File: config.mk
export PLATFORM = sky130hd
export DESIGN_NAME = piso_serializer_nlane
export DESIGN_NICKNAME = d
export VERILOG_FILES = /design/src/rtl/srlzr_pkg.sv /design/src/rtl/srlzr_hold_buf.sv /design/src/rtl/piso_serializer_nlane.sv
export SDC_FILE = /design/constraint.sdc
export NUM_CORES = 1
export LEC_CHECK = 0
export BUFFER_PORTS_ARGS = -buffer_cell sky130_fd_sc_hd__clkbuf_2
export CORE_ASPECT_RATIO = 2
export CORE_MARGIN = 2
export CORE_UTILIZATION = 30
export CTS_CLUSTER_DIAMETER = 120
export CTS_CLUSTER_SIZE = 20
export DETAILED_ROUTE_END_ITERATION = 10
export PLACE_DENSITY = 0.47
export REMOVE_ABC_BUFFERS = 1
export SLEW_MARGIN = 20
export SYNTH_ARGS = -nofsm -noshare
export SYNTH_HDL_FRONTEND = slang
export SYNTH_SLANG_ARGS = --single-unit
File: constraint.sdc
create_clock -name clk -period 2.6 [get_ports clk]
set_clock_uncertainty 0.2 [all_clocks]
set_input_delay 0.26 -clock clk [delete_from_list [all_inputs] [get_ports clk]]
set_output_delay 0.26 -clock clk [all_outputs]
set_load 0.05 [all_outputs]
File: src/rtl/srlzr_pkg.sv
// ============================================================================
// srlzr_pkg : shared types and helpers for the multi-lane PISO serializer
// Revision  : 1.0 - initial release
// ============================================================================
`default_nettype none

package srlzr_pkg;

  typedef enum logic [1:0] {
    IDLE   = 2'd0,
    SHIFT  = 2'd1,
    PARITY = 2'd2
  } state_t;

  function automatic int beats_f(input int dw, input int lanes);
    return dw / lanes;
  endfunction

  function automatic bit widths_ok(input int dw, input int lanes);
    return (lanes >= 1) && (lanes <= dw) && ((dw % lanes) == 0);
  endfunction

endpackage

`default_nettype wire

File: src/rtl/srlzr_hold_buf.sv
// ============================================================================
// srlzr_hold_buf : one-entry holding buffer in front of the serializer shifter
// Revision       : 1.0 - initial release
// ============================================================================
`default_nettype none

module srlzr_hold_buf #(
  parameter int DATA_WIDTH = 8
) (
  input  logic                  clk,
  input  logic                  rst,
  input  logic [DATA_WIDTH-1:0] data_in,
  input  logic                  load,
  input  logic                  pop,
  output logic [DATA_WIDTH-1:0] word,
  output logic                  hold_valid,
  output logic                  ready
);

  logic [DATA_WIDTH-1:0] r_data;
  logic                  r_valid;
  logic                  w_accept;

  // ready comes straight from the flop so there is no load->ready path
  assign ready      = ~r_valid;
  assign w_accept   = load & ready;
  assign word       = r_data;
  assign hold_valid = r_valid;

  always_ff @(posedge clk or negedge rst) begin
    if (!rst) begin
      r_valid <= 1'b0;
      r_data  <= '0;
    end else begin
      if (w_accept) begin
        r_data  <= data_in;
        r_valid <= 1'b1;
      end else if (pop) begin
        r_valid <= 1'b0;
      end
    end
  end

endmodule

`default_nettype wire

File: src/rtl/piso_serializer_nlane.sv
// ============================================================================
// piso_serializer_nlane : N-lane parallel-in/serial-out serializer, zero-gap
//                         streaming; optional parity beat via SRLZR_PARITY_EN
// Revision              : 1.0 - initial release
// ============================================================================
`default_nettype none

module piso_serializer_nlane
  import srlzr_pkg::*;
#(
  parameter int DATA_WIDTH = 8,
  parameter int LANES      = 2,
  parameter int MSB_FIRST  = 1
) (
  input  logic                  clk,
  input  logic                  rst,
  input  logic [DATA_WIDTH-1:0] data_in,
  input  logic                  load,
  output logic                  ready,
  output logic [LANES-1:0]      srl_out,
  output logic                  shift,
  output logic                  tx_active,
  output logic                  done
);

  localparam int BEATS = beats_f(DATA_WIDTH, LANES);
  localparam int CW    = $clog2(BEATS + 1);

  if (!widths_ok(DATA_WIDTH, LANES)) begin : g_bad_cfg
    $error("DATA_WIDTH must be a non-zero multiple of LANES");
  end

  state_t                r_state, w_next;
  logic [DATA_WIDTH-1:0] r_shreg;
  logic [CW-1:0]         r_cnt;
  logic [DATA_WIDTH-1:0] w_buf_word;
  logic                  w_hold_valid;
  logic                  w_pop;
  logic                  w_load_sh;
  logic                  w_adv;
  logic                  w_last;
  logic [LANES-1:0]      w_slice;
  logic [DATA_WIDTH-1:0] w_shifted;

  srlzr_hold_buf #(.DATA_WIDTH(DATA_WIDTH)) u_hold_buf (
    .clk        (clk),
    .rst        (rst),
    .data_in    (data_in),
    .load       (load),
    .pop        (w_pop),
    .word       (w_buf_word),
    .hold_valid (w_hold_valid),
    .ready      (ready)
  );

  assign w_last    = (r_cnt == CW'(BEATS - 1));
  assign w_slice   = (MSB_FIRST != 0) ? r_shreg[DATA_WIDTH-1 -: LANES] : r_shreg[LANES-1:0];
  assign w_shifted = (MSB_FIRST != 0) ? (r_shreg << LANES) : (r_shreg >> LANES);

`ifdef SRLZR_PARITY_EN
  logic r_par;

  always_ff @(posedge clk or negedge rst) begin
    if (!rst) begin
      r_par <= 1'b0;
    end else if (w_load_sh) begin
      r_par <= ^w_buf_word;
    end
  end
`endif

  always_comb begin
    w_next    = r_state;
    srl_out   = '0;
    shift     = 1'b0;
    tx_active = 1'b0;
    done      = 1'b0;
    w_pop     = 1'b0;
    w_load_sh = 1'b0;
    w_adv     = 1'b0;
    case (r_state)
      IDLE: begin
        if (w_hold_valid) begin
          w_pop     = 1'b1;
          w_load_sh = 1'b1;
          w_next    = SHIFT;
        end
      end
      SHIFT: begin
        shift     = 1'b1;
        tx_active = 1'b1;
        srl_out   = w_slice;
        if (!w_last) begin
          w_adv = 1'b1;
        end else begin
`ifdef SRLZR_PARITY_EN
          w_next = PARITY;
`else
          // reload on the final beat edge keeps back-to-back words gap-free
          done = 1'b1;
          if (w_hold_valid) begin
            w_pop     = 1'b1;
            w_load_sh = 1'b1;
          end else begin
            w_next = IDLE;
          end
`endif
        end
      end
`ifdef SRLZR_PARITY_EN
      PARITY: begin
        shift      = 1'b1;
        tx_active  = 1'b1;
        srl_out[0] = r_par;
        done       = 1'b1;
        if (w_hold_valid) begin
          w_pop     = 1'b1;
          w_load_sh = 1'b1;
          w_next    = SHIFT;
        end else begin
          w_next = IDLE;
        end
      end
`endif
      default: w_next = IDLE;
    endcase
  end

  always_ff @(posedge clk or negedge rst) begin
    if (!rst) begin
      r_state <= IDLE;
      r_shreg <= '0;
      r_cnt   <= '0;
    end else begin
      r_state <= w_next;
      if (w_load_sh) begin
        r_shreg <= w_buf_word;
        r_cnt   <= '0;
      end else if (w_adv) begin
        r_shreg <= w_shifted;
        r_cnt   <= r_cnt + CW'(1);
      end
    end
  end

endmodule

`default_nettype wire

==> out/metrics.cfg <==
[min_path]
hp-start=data_in[2]
hold_end=u_hold_buf.word[2]
hold_class=primary input to flop
holdPathStages=2

[critical_path]
path_cells=ha_1 -> ha_1 -> nand2b_1 -> mux2_4
crit_required_ns=2.54
max_stage_delay_ns=0.40
rr_endpoint=r_shreg[3]
crit_path_frequent_cell=ha_1
worstReg2RegStart=r_cnt[0]
worst_setup_path_start_kind=flop
crit_fanout=10
rr_worst_depth=4
cp-end-kind=flop
cpMaxStageDelayCell=dfrtp_1
cp.arrival_ns=1.87
rrSetupSlack_ns=0.67
crit_type=flop to flop

[yosys]
ys_warn_count=0
ys_seq_area_frac=0.547
synthTopCellsByArea=dfrtp_1, mux2_2, mux2_4, mux2i_1, ha_1
syn_inst=67
synth.distinct_cells=15
ys_ff_latch=21
mappedNetlistArea_um2=961
syn_area_per_cell_um2=14.3
synth_top_cell_area_share=0.547
synth_area_leader_cell=dfrtp_1

[place]
port_buffers=16
hpwlAfterDp_mm=1.10
place.gp.congestion=0.608
place_inst=111

[clock_tree]
worstSkewPairLatency_ns=0.26
numClockSinks=21
cts-resized-gates=0
cts_root_buffer=clkbuf_8
htreeDepth=1
post-cts-setup-buffers=0
cts_hold_buffers=1
path_clk_slew_ns=0.08
tritoncts=done
cts_buffers=3
ctsLongestPathBuffers=2

[sta]
whs_ns=0.0242
fin_crit_sh=0.742
period_minus_slack_ns=1.93
setup_tns_ns=0
maxSlewHeadroom=0.614
finalMaxSlewViolations=0
rsz0062_at_grt=no
finalHoldViolCount=0
final-setup-viol-count=0
max_freq_ghz=0.518
worstMarginPinSlew_ns=0.579

[final_layout]
drive_above_1_share=0.494
layout_common_cells=dfrtp_1, clkbuf_2, mux2_2, mux2_4, mux2i_1
fin_util=0.357
layout.nets=99
num_antenna_cells=0
final_common_cell=dfrtp_1
instances_no_fill=116
area_delta_synth_final_pct=16.0

[die]
io_pins=17
die_w_um=44.0
die_area_mm2=0.00370
fp-row-count=29
floorplan.initialDensity=0.308
fp.dieH_um=84.0
core_mm2=0.00312

[grt]
grt_use_met1=0.122
grt_pass1_vias=569
grt_max_degree=22
top_usage_layer=met2
antenna_found_initial=0
grt_overflow=0
grt_util_met2=0.150
grtUsageMet3=0.0195
grt_first_pass_wirelength_mm=2.66
grt_usage=0.101

[power]
power.leakage_nw=0.546
powerDensity_mw_per_mm2=1330
total_power_mw=1.49
ir_worst_vdd_uv=483

[routing]
vias=538
drt-total-wl_mm=1.56
drc=0
drt-pass1-iter-count=3
drtIter0Drc=8
routed_via_density=4.64
avgRoutedWirePerCell_um=13.4
drtAntennaViolNets=0

[status]
status=finished, final reports clean

[flow_run]
drv_cap=0

worst max-delay path, delay by kind of cell, from the launching register on:
kind	cells	cell delay, ns
adder cells (fa/ha/maj)	2	0.42
multiplexers	1	0.40
flip-flops	1	0.40
AND/OR/NAND/NOR	1	0.39
power by group:
group	total [mW]	internal, mW	switching (mW)
Combinational	0.692	0.359	0.333
Clock	0.210	0.107	0.103
Sequential	0.585	0.472	0.113
Total	1.49	0.938	0.548
kinds of logic after synthesis:
group,Yosys count,synth area share
adders and majority gates,2,0.0260
buffers and inverters,6,0.0378
muxes,25,0.311
and+or+nand+nor,12,0.0703
AOI/OAI and AO/OA,1,0.00782
DFF,21,0.547
flip-flops by register name, indices dropped and copies added (netlist names):
name	cells
r_shreg	8
r_cnt	3
u_hold_buf.word	8
u_hold_buf.hold_valid	1
r_state	1
cell type report:
type | count | area, um2
Timing Repair Buffer | 18 | 97.6
Clock inverter | 1 | 5.00
Clock buffer | 3 | 41.3
Tap cell | 31 | 38.8
Multi-Input combinational cell | 40 | 399
Fill cell | 323 | 2010
Sequential cell | 21 | 526
Inverter | 2 | 7.51
synthesized netlist by cell type:
master and count:
a21o_1 1, buf_4 1, mux2_2 15, nand2b_1 3
buf_6 1, nand2_1 1, buf_2 2, ha_1 2
mux2_4 6, nor2b_1 3, dfrtp_1 21, inv_1 2
and2_1 3, nor2_1 2, mux2i_1 4
per-layer routing:
metal  up-vias  share of wire
met5         -              0
met4         0          0.040
met3         4          0.038
met2        13           0.50
met1       260           0.42
li1        261              -
through the flow:
stage | setup WS, ns | cell area (um2)
after global routing | 0.544 | 1110
after floorplan | 0.490 | 932
final | 0.670 | 1110
after global placement | 0.726 | 1060
after detailed placement | 0.666 | 1060
after CTS | 0.642 | 1110
worst max-delay path by stage:
stage | start | endpoint | cells past startpoint
3_5_place_dp | r_cnt[0] | r_shreg[2] | 4
6_report | r_cnt[0] | r_shreg[3] | 4
4_1_cts | r_cnt[0] | r_shreg[3] | 4
3_3_place_gp | r_cnt[0] | r_shreg[2] | 4
5_1_grt | r_cnt[0] | r_shreg[7] | 4
2_1_floorplan | r_state[0] | r_shreg[2] | 2
Note: power is estimated with default switching activity, not from simulation.
